$ cat src/rtl/acc_exec_if.sv
// Instruction, branch, memory and architectural-state signals of the accumulator execution unit.
interface acc_exec_if #(
    parameter int unsigned W    = 8,
    parameter int unsigned NREG = 8
);
    localparam int unsigned RW = $clog2(NREG);

    logic          in_valid;
    logic          in_ready;
    logic [3:0]    in_op;
    logic [RW-1:0] in_reg;
    logic          done;
    logic          br_taken;
    logic [W-1:0]  br_target;
    logic          mem_req;
    logic          mem_we;
    logic [W-1:0]  mem_addr;
    logic [W-1:0]  mem_wdata;
    logic [W-1:0]  mem_rdata;
    logic          mem_ack;
    logic [W-1:0]  acc_out;
    logic          carry_out;
    logic          ovf_out;
    logic          zero_out;
    logic          halted;

    modport master (
        output in_valid, in_op, in_reg, mem_rdata, mem_ack,
        input  in_ready, done, br_taken, br_target, mem_req, mem_we, mem_addr, mem_wdata,
        input  acc_out, carry_out, ovf_out, zero_out, halted
    );

    modport slave (
        input  in_valid, in_op, in_reg, mem_rdata, mem_ack,
        output in_ready, done, br_taken, br_target, mem_req, mem_we, mem_addr, mem_wdata,
        output acc_out, carry_out, ovf_out, zero_out, halted
    );
endinterface

$ cat src/rtl/acc_exec_unit.sv
// Single-issue accumulator execution unit: register file, ALU with carry/overflow flags,
// branch evaluation and a blocking load/store port.
module acc_exec_unit #(
    parameter int unsigned W    = 8,
    parameter int unsigned NREG = 8
) (
    input  logic       clk,
    input  logic       rst_n,
    acc_exec_if.slave  bus
);
    typedef enum logic [1:0] {StIdle, StMem, StHalted} state_e;

    localparam logic [3:0] OpPull  = 4'h0;
    localparam logic [3:0] OpIncr  = 4'h1;
    localparam logic [3:0] OpPush  = 4'h2;
    localparam logic [3:0] OpMatch = 4'h3;
    localparam logic [3:0] OpLdr   = 4'h4;
    localparam logic [3:0] OpStor  = 4'h5;
    localparam logic [3:0] OpSuba  = 4'h6;
    localparam logic [3:0] OpSub   = 4'h7;
    localparam logic [3:0] OpBne   = 4'h8;
    localparam logic [3:0] OpClr   = 4'h9;
    localparam logic [3:0] OpMin   = 4'hA;
    localparam logic [3:0] OpBeq   = 4'hB;
    localparam logic [3:0] OpAddo  = 4'hC;
    localparam logic [3:0] OpAddi  = 4'hD;
    localparam logic [3:0] OpAddz  = 4'hE;
    localparam logic [3:0] OpHalt  = 4'hF;

    state_e       state_q;
    logic [W-1:0] acc_q;
    logic         c_q, v_q;
    logic [W-1:0] rf_q [NREG];
    logic         done_q, br_taken_q;
    logic [W-1:0] br_target_q;
    logic         mem_req_q, mem_we_q;
    logic [W-1:0] mem_addr_q, mem_wdata_q;

    logic [W-1:0] opnd;
    logic [W-1:0] acc_d;
    logic         c_d, v_d;
    logic         rf_we;
    logic [W-1:0] rf_wdata;
    logic         br_taken_d;
    logic [W:0]   sum, diff;

    assign opnd = rf_q[bus.in_reg];

    always_comb begin
        acc_d      = acc_q;
        c_d        = c_q;
        v_d        = v_q;
        rf_we      = 1'b0;
        rf_wdata   = acc_q;
        br_taken_d = 1'b0;
        sum        = '0;
        // diff[W] is the borrow out of ACC - R[r]
        diff       = {1'b0, acc_q} - {1'b0, opnd};
        case (bus.in_op)
            OpPull:  rf_we = 1'b1;
            OpIncr: begin
                sum          = {1'b0, acc_q} + (W+1)'(1);
                {c_d, acc_d} = sum;
            end
            OpPush:  acc_d = opnd;
            OpMatch: acc_d = {{(W-1){1'b0}}, acc_q == opnd};
            OpSuba:  acc_d = diff[W] ? (opnd - acc_q) : diff[W-1:0];
            OpSub: begin
                acc_d = diff[W-1:0];
                c_d   = ~diff[W];
            end
            OpBne:   br_taken_d = (acc_q != '0);
            OpClr: begin
                rf_we    = 1'b1;
                rf_wdata = '0;
            end
            OpMin: begin
                acc_d = diff[W-1:0];
                v_d   = (acc_q[W-1] != opnd[W-1]) && (diff[W-1] != acc_q[W-1]);
            end
            OpBeq:   br_taken_d = (acc_q == '0);
            OpAddo: begin
                sum          = {1'b0, acc_q} + {1'b0, opnd};
                {c_d, acc_d} = sum;
            end
            OpAddi: begin
                sum          = {1'b0, acc_q} + {1'b0, opnd} + (W+1)'(c_q);
                {c_d, acc_d} = sum;
            end
            OpAddz: begin
                sum          = {1'b0, acc_q} + (W+1)'(c_q);
                {c_d, acc_d} = sum;
            end
            default: ;
        endcase
    end

    always_ff @(posedge clk or negedge rst_n) begin
        if (!rst_n) begin
            state_q     <= StIdle;
            acc_q       <= '0;
            c_q         <= 1'b0;
            v_q         <= 1'b0;
            done_q      <= 1'b0;
            br_taken_q  <= 1'b0;
            br_target_q <= '0;
            mem_req_q   <= 1'b0;
            mem_we_q    <= 1'b0;
            mem_addr_q  <= '0;
            mem_wdata_q <= '0;
            for (int i = 0; i < NREG; i++) rf_q[i] <= '0;
        end else begin
            done_q     <= 1'b0;
            br_taken_q <= 1'b0;
            case (state_q)
                StIdle: begin
                    if (bus.in_valid) begin
                        br_target_q <= opnd;
                        case (bus.in_op)
                            OpLdr, OpStor: begin
                                state_q     <= StMem;
                                mem_req_q   <= 1'b1;
                                mem_we_q    <= (bus.in_op == OpStor);
                                mem_addr_q  <= opnd;
                                mem_wdata_q <= acc_q;
                            end
                            OpHalt: begin
                                state_q <= StHalted;
                                done_q  <= 1'b1;
                            end
                            default: begin
                                acc_q      <= acc_d;
                                c_q        <= c_d;
                                v_q        <= v_d;
                                br_taken_q <= br_taken_d;
                                done_q     <= 1'b1;
                                if (rf_we) rf_q[bus.in_reg] <= rf_wdata;
                            end
                        endcase
                    end
                end
                StMem: begin
                    if (bus.mem_ack) begin
                        if (!mem_we_q) acc_q <= bus.mem_rdata;
                        mem_req_q <= 1'b0;
                        done_q    <= 1'b1;
                        state_q   <= StIdle;
                    end
                end
                StHalted: ;
                default: state_q <= StIdle;
            endcase
        end
    end

    assign bus.in_ready  = (state_q == StIdle);
    assign bus.done      = done_q;
    assign bus.br_taken  = br_taken_q;
    assign bus.br_target = br_target_q;
    assign bus.mem_req   = mem_req_q;
    assign bus.mem_we    = mem_we_q;
    assign bus.mem_addr  = mem_addr_q;
    assign bus.mem_wdata = mem_wdata_q;
    assign bus.acc_out   = acc_q;
    assign bus.carry_out = c_q;
    assign bus.ovf_out   = v_q;
    assign bus.zero_out  = (acc_q == '0);
    assign bus.halted    = (state_q == StHalted);
endmodule
$ cat src/flat_wrapper.sv
// flat-port wrapper written by rule: the top's interface ports become plain ports
module acc_exec_unit_flat 
#(
    parameter int unsigned W    = 8,
    parameter int unsigned NREG = 8
)
  (clk, rst_n, bus_in_valid, bus_in_op, bus_in_reg, bus_mem_rdata, bus_mem_ack, bus_in_ready, bus_done, bus_br_taken, bus_br_target, bus_mem_req, bus_mem_we, bus_mem_addr, bus_mem_wdata, bus_acc_out, bus_carry_out, bus_ovf_out, bus_zero_out, bus_halted);
  acc_exec_if #(.W(W), .NREG(NREG)) bus_i ();
  input  logic clk;
  input  logic rst_n;
  input wire logic [$bits(bus_i.in_valid)-1:0] bus_in_valid;
  input wire logic [$bits(bus_i.in_op)-1:0] bus_in_op;
  input wire logic [$bits(bus_i.in_reg)-1:0] bus_in_reg;
  input wire logic [$bits(bus_i.mem_rdata)-1:0] bus_mem_rdata;
  input wire logic [$bits(bus_i.mem_ack)-1:0] bus_mem_ack;
  output wire logic [$bits(bus_i.in_ready)-1:0] bus_in_ready;
  output wire logic [$bits(bus_i.done)-1:0] bus_done;
  output wire logic [$bits(bus_i.br_taken)-1:0] bus_br_taken;
  output wire logic [$bits(bus_i.br_target)-1:0] bus_br_target;
  output wire logic [$bits(bus_i.mem_req)-1:0] bus_mem_req;
  output wire logic [$bits(bus_i.mem_we)-1:0] bus_mem_we;
  output wire logic [$bits(bus_i.mem_addr)-1:0] bus_mem_addr;
  output wire logic [$bits(bus_i.mem_wdata)-1:0] bus_mem_wdata;
  output wire logic [$bits(bus_i.acc_out)-1:0] bus_acc_out;
  output wire logic [$bits(bus_i.carry_out)-1:0] bus_carry_out;
  output wire logic [$bits(bus_i.ovf_out)-1:0] bus_ovf_out;
  output wire logic [$bits(bus_i.zero_out)-1:0] bus_zero_out;
  output wire logic [$bits(bus_i.halted)-1:0] bus_halted;
  assign bus_i.in_valid = bus_in_valid;
  assign bus_i.in_op = bus_in_op;
  assign bus_i.in_reg = bus_in_reg;
  assign bus_i.mem_rdata = bus_mem_rdata;
  assign bus_i.mem_ack = bus_mem_ack;
  assign bus_in_ready = bus_i.in_ready;
  assign bus_done = bus_i.done;
  assign bus_br_taken = bus_i.br_taken;
  assign bus_br_target = bus_i.br_target;
  assign bus_mem_req = bus_i.mem_req;
  assign bus_mem_we = bus_i.mem_we;
  assign bus_mem_addr = bus_i.mem_addr;
  assign bus_mem_wdata = bus_i.mem_wdata;
  assign bus_acc_out = bus_i.acc_out;
  assign bus_carry_out = bus_i.carry_out;
  assign bus_ovf_out = bus_i.ovf_out;
  assign bus_zero_out = bus_i.zero_out;
  assign bus_halted = bus_i.halted;
  acc_exec_unit #(.W(W), .NREG(NREG)) u_core (.clk(clk), .rst_n(rst_n), .bus(bus_i));
endmodule
$ cat config.mk
export PLATFORM = sky130hd
export DESIGN_NAME = acc_exec_unit_flat
export DESIGN_NICKNAME = d
export VERILOG_FILES = /design/src/rtl/acc_exec_if.sv /design/src/rtl/acc_exec_unit.sv /design/src/flat_wrapper.sv
export SDC_FILE = /design/constraint.sdc
export NUM_CORES = 1
export LEC_CHECK = 0
export CAP_MARGIN = 25
export CORE_MARGIN = 2
export CORE_UTILIZATION = 37
export DETAILED_ROUTE_END_ITERATION = 10
export HOLD_SLACK_MARGIN = 0.02
export PLACE_DENSITY_LB_ADDON = 0.3
export REMOVE_ABC_BUFFERS = 1
export SLEW_MARGIN = 10
export SYNTH_ARGS = -nofsm -noshare
export SYNTH_HDL_FRONTEND = slang
export SYNTH_SLANG_ARGS = --single-unit
$ cat constraint.sdc
create_clock -name clk -period 6.8 [get_ports clk]
set_input_delay 1.36 -clock clk [delete_from_list [all_inputs] [get_ports clk]]
set_output_delay 1.36 -clock clk [all_outputs]
set_load 0.05 [all_outputs]
==> run_results.csv, run 1 <==
group,metric,value,unit
outcome,status,"finished clean",
route,via_per_inst,5.70,
global_routing,grt_usage,21.0,%
clock_network,ctsHoldBuffers,0,
yosys,syn_area,6750,µm²
timing,rsz0062_at_grt,"no",
floorplanning,initial_core_util,37.7,%
timing,hold_viol,0,
floorplanning,ioPinCount,60,
yosys,ys_async_sr_fraction,100,%
floorplanning,die_x,139,µm
timing,fmax,0.180,GHz
run,drv_cap,0,
clock_network,clk_pin_slew,70,ps
timing,worstMarginPinSlew,974,ps
timing,finClkSkew,7.60,ps
floorplanning,rows,49,
pwr,p_leak,3.35,nW
clock_network,postCtsSetupBuffers,0,
finish,multiInputGateArea,3840,µm²
critical_path,cp.required,7070,ps
global_routing,grt_max_degree,54,
placement,dp_hpwl,14700,µm
floorplanning,die-height,139,µm
critical_path,crit_path_max_fanout,21,
yosys,synth_edf_count,0,
route,wl_per_cell,19.8,µm
timing,finalSetupTns,0,ps
global_routing,grt_pass1_vias,5473,
clock_network,cts-root-buf,"clkbuf_16",
pwr,vdd_ir_drop_max,273,µV
finish,area_growth,15.3,%
critical_path,crit_arrival,5830,ps
clock_network,h-tree-depth,3,
yosys,synth_cell_types,74,
route,drt_pass1_iterations,5,
yosys,synth_flop_cell,"dfrtp_1",
placement,dpl-instance-area,7510,µm²
clock_network,clkLatencyLatePin,350,ps
clock_network,cts_tree,"yes",
timing,period_needed,5550,ps
critical_path,endpoint_kind,"flop",
finish,utilization,43.5,%
finish,drive_gt1_share,11.3,%
critical_path,critPathKind,"in2reg",
finish,seqCellArea,2600,µm²
clock_network,cts_buffers,9,
yosys,ys_warn_count,0,
yosys,synth-seq-cells,104,
global_routing,antenna_found_initial,0,
timing,period_share,81.6,%
timing,slew_headroom,34.9,%
yosys,seq_area_frac_synth,38.6,%
placement,gp_congestion,1.00,
pwr,powerDensity,404,nW/µm²
yosys,yosys.area.top_type,"dfrtp_1",
global_routing,grt_pass1_wl,32000,µm
route,antenna_left,0,
worst_hold_path,hold_path_class,"reg2reg",
yosys,netlist_instances,731,
floorplanning,dieArea,19300,µm²
timing,slew_violations,0,
timing,final-setup-viol-count,0,
yosys,synth_area_leaders,"dfrtp_1, o21ai_0, nand2_1",
clock_network,cts_sinks,104,
finish,fillers,1790,
route,drt-initial-drc-count,534,
route,num_vias,5742,
placement,port_buffers,59,
floorplanning,core,17900,µm²
route,wirelength,20000,µm
global_routing,overflow,0,
route,route.detailed.drc,0,
finish,postLayoutCellArea,7780,µm²
clock_network,clockBufferDepth,2,
clock_network,post_cts_resized,0,
finish,n_antenna_cell,0,
yosys,postSynthAreaPerCell,9.23,µm²
finish,layout.nets,824,
yosys,synth_top_area_share,38.6,%
critical_path,start_kind,"input pin",
[layout make-up]
| type | instances | area share, % |
|---|---|---|
| multi-input combinational | 561 | 49.3 |
| sequential | 104 | 33.4 |
| timing repair buffer | 73 | 8.90 |
| tap | 229 | 3.68 |
| clock buffer | 12 | 3.17 |
| inverter | 24 | 1.16 |
| clock inverter | 4 | 0.386 |
[logic make-up (layout without fill, tap and decap cells)]
family	Yosys count	count (layout)	share of synthesized area (%)
DFF	104	104	38.6
muxes	56	56	10.1
buffers and inverters	66	113	4.62
and+or+nand+nor	238	238	17.0
xor gates and xnor gates	27	27	3.50
AOI/OAI and AO/OA	208	208	19.9
adders and majority gates	32	32	6.27
[state kept, by name (all words and copies together), names as in the netlist, 2 cells and up]
name,cells
u_core.bus.acc_out,8
u_core.bus.br_target,8
u_core.bus.mem_addr,8
u_core.bus.mem_wdata,8
u_core.rf_q,64
u_core.state_q,2
[worst max-delay path, cell delays in order]
cell,delay (ps)
clkdlybuf4s50_1,1040
mux4_2,590
mux2i_1,350
inv_1,120
ha_1,750
nand4_1,280
o221ai_2,300
a21o_1,290
mux2_2,360
o22ai_1,130
nand3_1,110
o211ai_1,120
[Yosys cell counts (3+ instances only)]
| cell | instances |
|---|---|
| a211oi_1 | 7 |
| mux2_2 | 31 |
| nand4_1 | 3 |
| a221o_1 | 3 |
| o211ai_1 | 11 |
| nor2_1 | 43 |
| a31oi_1 | 12 |
| ha_1 | 29 |
| nand3_1 | 17 |
| and2_1 | 5 |
| o22ai_1 | 4 |
| nor3_1 | 7 |
| mux4_2 | 6 |
| and3_1 | 6 |
| o221ai_1 | 6 |
| xor2_1 | 8 |
| xnor2_1 | 19 |
| o21ai_0 | 85 |
| nor3b_1 | 3 |
| fa_1 | 3 |
| inv_1 | 24 |
| a21oi_1 | 27 |
| clkbuf_1 | 16 |
| buf_6 | 3 |
| dfrtp_1 | 104 |
| nand2b_1 | 10 |
| mux2i_1 | 17 |
| buf_4 | 5 |
| a22oi_1 | 9 |
| nor2b_1 | 19 |
| nand2_1 | 108 |
| a21o_1 | 9 |
| buf_2 | 18 |
| and3b_1 | 3 |
| a21oi_2 | 4 |
[cell usage in the layout (no fill, tap or decap), types with 5 or more instances in the layout]
| cell type | Yosys | routed |
|---|---|---|
| a211oi_1 | 7 | 7 |
| a21o_1 | 9 | 9 |
| a21oi_1 | 27 | 27 |
| a22oi_1 | 9 | 9 |
| a31oi_1 | 12 | 12 |
| and2_1 | 5 | 5 |
| and3_1 | 6 | 6 |
| buf_4 | 5 | 15 |
| clkbuf_16 | 0 | 9 |
| clkdlybuf4s50_1 | 0 | 58 |
| dfrtp_1 | 104 | 104 |
| ha_1 | 29 | 29 |
| inv_1 | 24 | 24 |
| mux2_2 | 31 | 31 |
| mux2i_1 | 17 | 17 |
| mux4_2 | 6 | 6 |
| nand2_1 | 108 | 108 |
| nand2b_1 | 10 | 10 |
| nand3_1 | 17 | 17 |
| nor2_1 | 43 | 43 |
| nor2b_1 | 19 | 19 |
| nor3_1 | 7 | 7 |
| o211ai_1 | 11 | 11 |
| o21ai_0 | 85 | 85 |
| o221ai_1 | 6 | 6 |
| xnor2_1 | 19 | 19 |
| xor2_1 | 8 | 8 |
[report_power, final]
group | internal, mW | leakage [nW] | total, mW | switching [mW]
combinational | 0.625 | 1.84 | 1.72 | 1.09
clock | 0.260 | 0.133 | 0.495 | 0.235
sequential | 0.771 | 1.38 | 0.929 | 0.158
total | 1.66 | 3.35 | 3.14 | 1.49
[metrics by stage]
| stage | hold WS, ps | power (mW) | std cells | setup slack, ps |
|---|---|---|---|---|
| after floorplan | 442 | 2.08 | 689 | 2590 |
| after global placement | 459 | 2.64 | 991 | 963 |
| after detailed placement | 468 | 2.63 | 991 | 909 |
| after CTS | 484 | 3.14 | 1007 | 1290 |
| after global routing | 507 | 3.34 | 1007 | 934 |
| final | 477 | 3.14 | 1007 | 1250 |
[metal layers]
metal	GRT usage, %	part of all wire [%]
met1	31.7	48
met2	30.8	43
met3	4.11	7.1
met4	5.69	1.7
met5	0	0
[path summary, 6_finish.rpt]
check                                                   start                                   to  slack (ps)  cells past startpoint
max                                             bus_in_reg[0]    u_core.bus.acc_out[4]$_DFFE_PN0P_        1250                     12
min                        u_core.bus.mem_addr[1]$_DFFE_PN0P_   u_core.bus.mem_addr[1]$_DFFE_PN0P_         480                      2
max reg2reg                       u_core.rf_q[58]$_DFFE_PN0P_    u_core.bus.acc_out[7]$_DFFE_PN0P_        2960                     12
min reg2reg                u_core.bus.mem_addr[1]$_DFFE_PN0P_   u_core.bus.mem_addr[1]$_DFFE_PN0P_         480                      2
max in group asynchronous                               rst_n  u_core.bus.br_target[0]$_DFFE_PN0P_        4630                      2
min in group asynchronous                               rst_n          u_core.rf_q[46]$_DFFE_PN0P_        1040                      1
Power figures use the tool's default switching activity.
==> inputs of run 2 (changes only) <==
==> constraint.sdc (replaced) <==
create_clock -name clk -period 4.7 [get_ports clk]
set_input_delay 0.94 -clock clk [delete_from_list [all_inputs] [get_ports clk]]
set_output_delay 0.94 -clock clk [all_outputs]
set_load 0.05 [all_outputs]
==> run 2 against run 1 <==
Compared with the run above: die area did not move; clock skew rose by 3.3 ps; first-iteration DRC count fell by 9.9%; cell count rose by 4.4%; flip-flop and latch count did not move; design area rose by 5.1%; critical path depth rose by 3; power rose by 56%; highest routed layer unchanged; largest power group unchanged; clock-buffer cell count did not move; worst hold slack improved by 1.5 ps.
==> run_results.csv, run 2 (synthesis gave the netlist of run 1 again) <==
group,metric,value,unit
outcome,status,"finished clean",
pwr,p_comb_share,57.4,%
clock_network,post_cts_resized,0,
floorplanning,dieArea,19300,µm²
global_routing,use_met2,32.4,%
worst_hold_path,hold_path_class,"reg2reg",
global_routing,grt_pass1_wl,32500,µm
floorplanning,rows,49,
clock_network,cts_tree,"yes",
pwr,powerDensity,598,nW/µm²
timing,rsz0062_at_grt,"no",
global_routing,met3_usage,4.97,%
pwr,p_total,4.89,mW
route,drt-initial-drc-count,481,
route,via_per_inst,5.60,
pwr,p_switching,2.25,mW
finish,drive_gt1_share,15.9,%
pwr,pwr-share-clk,15.6,%
floorplanning,ioPinCount,60,
timing,hold_ws,479,ps
placement,dp_hpwl,15300,µm
finish,largest_reg_flops,64,
placement,pre_cts_ws,-0.0147,ps
floorplanning,die-height,139,µm
clock_network,cts-root-buf,"clkbuf_16",
clock_network,clkLatencyLatePin,360,ps
route,num_vias,5881,
route,drt_pass1_iterations,5,
clock_network,h-tree-depth,3,
critical_path,endpoint_kind,"flop",
placement,gp_congestion,0.970,
critical_path,cp.required,4930,ps
route,wl_per_cell,19.6,µm
global_routing,grt_max_degree,75,
global_routing,overflow,0,
critical_path,crit_path_max_fanout,8,
clock_network,postCtsSetupBuffers,0,
critical_path,crit_arrival,4580,ps
finish,final_cell_mix,"nand2_1, dfrtp_1, o21ai_0, clkdlybuf4s50_1, buf_4",
floorplanning,initial_core_util,37.7,%
pwr,switching_share,46.0,%
finish,postLayoutCellArea,8180,µm²
route,route.detailed.drc,0,
clock_network,clockBufferDepth,2,
placement,port_buffers,59,
global_routing,busiest_layer,"met2",
finish,n_antenna_cell,0,
clock_network,cts_sinks,104,
route,antenna_left,0,
clock_network,clk_pin_slew,70,ps
pwr,p_leak,3.58,nW
global_routing,grt_pass1_vias,5618,
floorplanning,die_x,139,µm
timing,slew_headroom,54.7,%
timing,period_needed,4350,ps
run,drv_cap,0,
timing,hold_viol,0,
global_routing,antenna_found_initial,0,
pwr,internal-power,2.64,mW
global_routing,grt_use_met1,31.0,%
finish,final_common_cell,"nand2_1",
timing,finalSetupTns,0,ps
timing,period_share,92.6,%
timing,finalWorstSetupSlack,346,ps
finish,area_growth,21.2,%
finish,layout.nets,868,
timing,final-setup-viol-count,0,
clock_network,cts_buffers,9,
placement,dpl-instance-area,7850,µm²
timing,slew_violations,0,
timing,worstMarginPinSlew,678,ps
route,wirelength,20600,µm
finish,top_register,"u_core.rf_q",
timing,fmax,0.230,GHz
pwr,power_frac_seq,27.0,%
pwr,vdd_ir_drop_max,401,µV
critical_path,start_kind,"input pin",
global_routing,grt_usage,21.5,%
critical_path,critPathKind,"in2reg",
timing,finClkSkew,10.9,ps
floorplanning,core,17900,µm²
clock_network,ctsHoldBuffers,0,
==> run 2: path summary, 6_finish.rpt <==
kind                                                  start                           endpoint  slack [ps]  cells after the start
max in group asynchronous                             rst_n        u_core.rf_q[17]$_DFFE_PN0P_        3160                      3
worst min-delay path            u_core.rf_q[27]$_DFFE_PN0P_        u_core.rf_q[27]$_DFFE_PN0P_         480                      2
min in group asynchronous                             rst_n        u_core.rf_q[52]$_DFFE_PN0P_         490                      1
worst max-delay path                          bus_in_reg[2]  u_core.bus.acc_out[7]$_DFFE_PN0P_         350                     15
worst max register to register  u_core.rf_q[16]$_DFFE_PN0P_  u_core.bus.acc_out[7]$_DFFE_PN0P_        1250                     12
worst min register to register  u_core.rf_q[27]$_DFFE_PN0P_        u_core.rf_q[27]$_DFFE_PN0P_         480                      2
==> run 2: final cells by class <==
| cell class | count | area, µm² |
|---|---|---|
| clock inverters | 4 | 55.1 |
| fillers | 1773 | 9720 |
| multi-input cells | 561 | 3840 |
| flip-flops and latches | 104 | 2600 |
| inverters | 24 | 90.1 |
| clock buffers | 12 | 236 |
| repair buffers | 117 | 1080 |
| well taps | 229 | 287 |
==> run 2: power groups by stage <==
stage | registers, mW | logic (mW) | clock network, mW
floorplan | 1.67 | 1.33 | 0
global placement | 1.33 | 2.76 | 0
detailed placement | 1.33 | 2.76 | 0
CTS | 1.32 | 2.78 | 0.778
global route | 1.34 | 3.02 | 0.813
finish | 1.32 | 2.81 | 0.765
==> run 2: stage by stage <==
stage                     instances  utilization [%]
after global routing           1051             45.7
final                          1051             45.7
after detailed placement       1033             43.8
after global placement         1033             43.8
after floorplan                 689                -
after CTS                      1049             45.5
==> run 2: metal layers <==
layer  wire length [µm]  up-vias
li1                   -     2792
met1               9800     2842
met2               8940      218
met3               1450       29
met4                402        0
met5                  0        -
==> run 2: critical path, cell delays in order <==
cell and delay (ps):
clkdlybuf4s50_1 620, buf_4 240, mux2_2 350, nand2_1 60
o211ai_1 100, a21oi_2 180, inv_1 140, fa_1 500
nand2b_1 170, a2111oi_0 130, a311oi_2 440, nand3_1 130
a31oi_1 230, mux2i_1 230, a31oi_1 110
==> inputs of run 3 (changes only) <==
--- a/config.mk
+++ b/config.mk
@@ -8,6 +8,7 @@
 export CAP_MARGIN = 25
 export CORE_MARGIN = 2
 export CORE_UTILIZATION = 37
+export CTS_BUF_LIST = sky130_fd_sc_hd__clkbuf_2
 export DETAILED_ROUTE_END_ITERATION = 10
 export HOLD_SLACK_MARGIN = 0.02
 export PLACE_DENSITY_LB_ADDON = 0.3
==> run 3 against run 2 <==
Compared with the run above: sequential power barely moved; utilization shrank 1.0 points; global-route usage decreased by 0.11 points; critical path type is now reg2out; clock power decreased by 42%; cell count hardly changed; non-clock buffer count unchanged; combinational power about the same; register-to-register slack improved by 30 ps; via count rose by 0.31%; sequential share of layout area up 0.72 points.
==> run_results.csv, run 3 (synthesis gave the netlist of run 1 again) <==
group,metric,value,unit
clock_network,clockBufferDepth,2,
timing,period_share,93.0,%
clock_network,clkLatencyLatePin,630,ps
timing,fmax,0.229,GHz
route,num_vias,5899,
timing,period_needed,4370,ps
route,wirelength,20500,µm
placement,dpl-instance-area,7850,µm²
route,drt_pass1_iterations,5,
floorplanning,rows,49,
global_routing,grt_max_degree,75,
floorplanning,initial_core_util,37.7,%
critical_path,crit_path_max_fanout,8,
global_routing,grt_usage,21.4,%
finish,top_register,"u_core.rf_q",
clock_network,cts_buffers,9,
finish,stdcell_count,1052,
placement,port_buffers,59,
clock_network,ctsHoldBuffers,0,
clock_network,postCtsSetupBuffers,0,
clock_network,cts-root-buf,"clkbuf_2",
pwr,p_leak,3.51,nW
finish,largest_reg_flops,64,
route,wl_per_cell,19.4,µm
critical_path,cp.required,3760,ps
global_routing,antenna_found_initial,1,
finish,final_common_cell,"nand2_1",
timing,finClkSkew,40.2,ps
outcome,status,"finished clean",
placement,pre_cts_ws,-0.0147,ps
finish,drive_gt1_share,16.3,%
critical_path,critPathKind,"reg2out",
global_routing,grt_pass1_wl,32300,µm
timing,hold_viol,0,
timing,slew_violations,0,
run,drv_cap,0,
timing,final-setup-viol-count,0,
clock_network,post_cts_resized,0,
pwr,vdd_ir_drop_max,310,µV
clock_network,h-tree-depth,3,
global_routing,overflow,0,
finish,final_cell_mix,"nand2_1, dfrtp_1, o21ai_0, clkdlybuf4s50_1, buf_4",
timing,rsz0062_at_grt,"no",
finish,postLayoutCellArea,8000,µm²
floorplanning,ioPinCount,60,
floorplanning,die-height,139,µm
route,via_per_inst,5.61,
finish,area_growth,18.5,%
pwr,powerDensity,571,nW/µm²
pwr,p_total,4.56,mW
finish,layout.nets,868,
placement,dp_hpwl,15300,µm
timing,finalWorstSetupSlack,328,ps
critical_path,crit_arrival,3430,ps
route,route.detailed.drc,0,
clock_network,cts_tree,"yes",
worst_hold_path,hold_path_class,"in2async",
route,drt-initial-drc-count,508,
floorplanning,die_x,139,µm
route,antenna_left,0,
placement,dp_cells,1033,
clock_network,cts_sinks,104,
floorplanning,dieArea,19300,µm²
global_routing,grt_pass1_vias,5604,
floorplanning,core,17900,µm²
timing,slew_headroom,54.8,%
timing,worstMarginPinSlew,676,ps
critical_path,endpoint_kind,"primary output",
clock_network,clk_pin_slew,290,ps
finish,utilization,44.7,%
placement,gp_congestion,0.970,
critical_path,start_kind,"flop",
## run 3: path summary, 6_finish.rpt
kind | cells past startpoint | to | from | slack [ps]
worst min-delay path | 1 | u_core.rf_q[28]$_DFFE_PN0P_ | rst_n | 220
worst max register to register | 12 | u_core.bus.acc_out[7]$_DFFE_PN0P_ | u_core.rf_q[16]$_DFFE_PN0P_ | 1280
worst max-delay path | 5 | bus_zero_out | u_core.bus.acc_out[0]$_DFFE_PN0P_ | 330
max in group asynchronous | 3 | u_core.rf_q[48]$_DFFE_PN0P_ | rst_n | 3390
worst min register to register | 2 | u_core.rf_q[27]$_DFFE_PN0P_ | u_core.rf_q[27]$_DFFE_PN0P_ | 520
min in group clk | 2 | u_core.rf_q[27]$_DFFE_PN0P_ | u_core.rf_q[27]$_DFFE_PN0P_ | 520
## run 3: layer usage
layer	part of all wire, %	wire (µm)	up-vias	GRT usage (%)
met4	1.9	381	0	5.79
met2	44	8910	219	31.9
met1	47	9620	2859	31.2
met3	7.6	1550	27	5.08
li1	-	-	2794	-
met5	0	0	-	0
## run 3: cell type report
| class | instances | area [µm²] |
|---|---|---|
| well taps | 229 | 287 |
| inverters | 24 | 90.1 |
| fillers | 1792 | 9900 |
| diodes | 1 | 2.50 |
| repair buffers | 117 | 1070 |
| clock buffers | 12 | 60.1 |
| multi-input cells | 561 | 3840 |
| flip-flops and latches | 104 | 2600 |
| clock inverters | 4 | 55.1 |
## run 3: critical path, cell delays in order, from the launching register on
cell and delay (ps):
dfrtp_1 570, inv_1 260, ha_1 190, or4b_2 590, nor4_2 320, clkdlybuf4s50_1 890
## run 3: per-stage QoR
| step | setup TNS [ps] | hold slack, ps |
|---|---|---|
| final | 0 | 217 |
| after floorplan | 0 | 442 |
| after detailed placement | -0.0147 | 468 |
| after global placement | 0 | 460 |
| after global routing | 0 | 193 |
| after CTS | 0 | 412 |
## run 3: power breakdown
part           switching [mW]  internal [mW]
clock                   0.312          0.131
sequential              0.201           1.11
combinational            1.70           1.11
total                    2.21           2.35
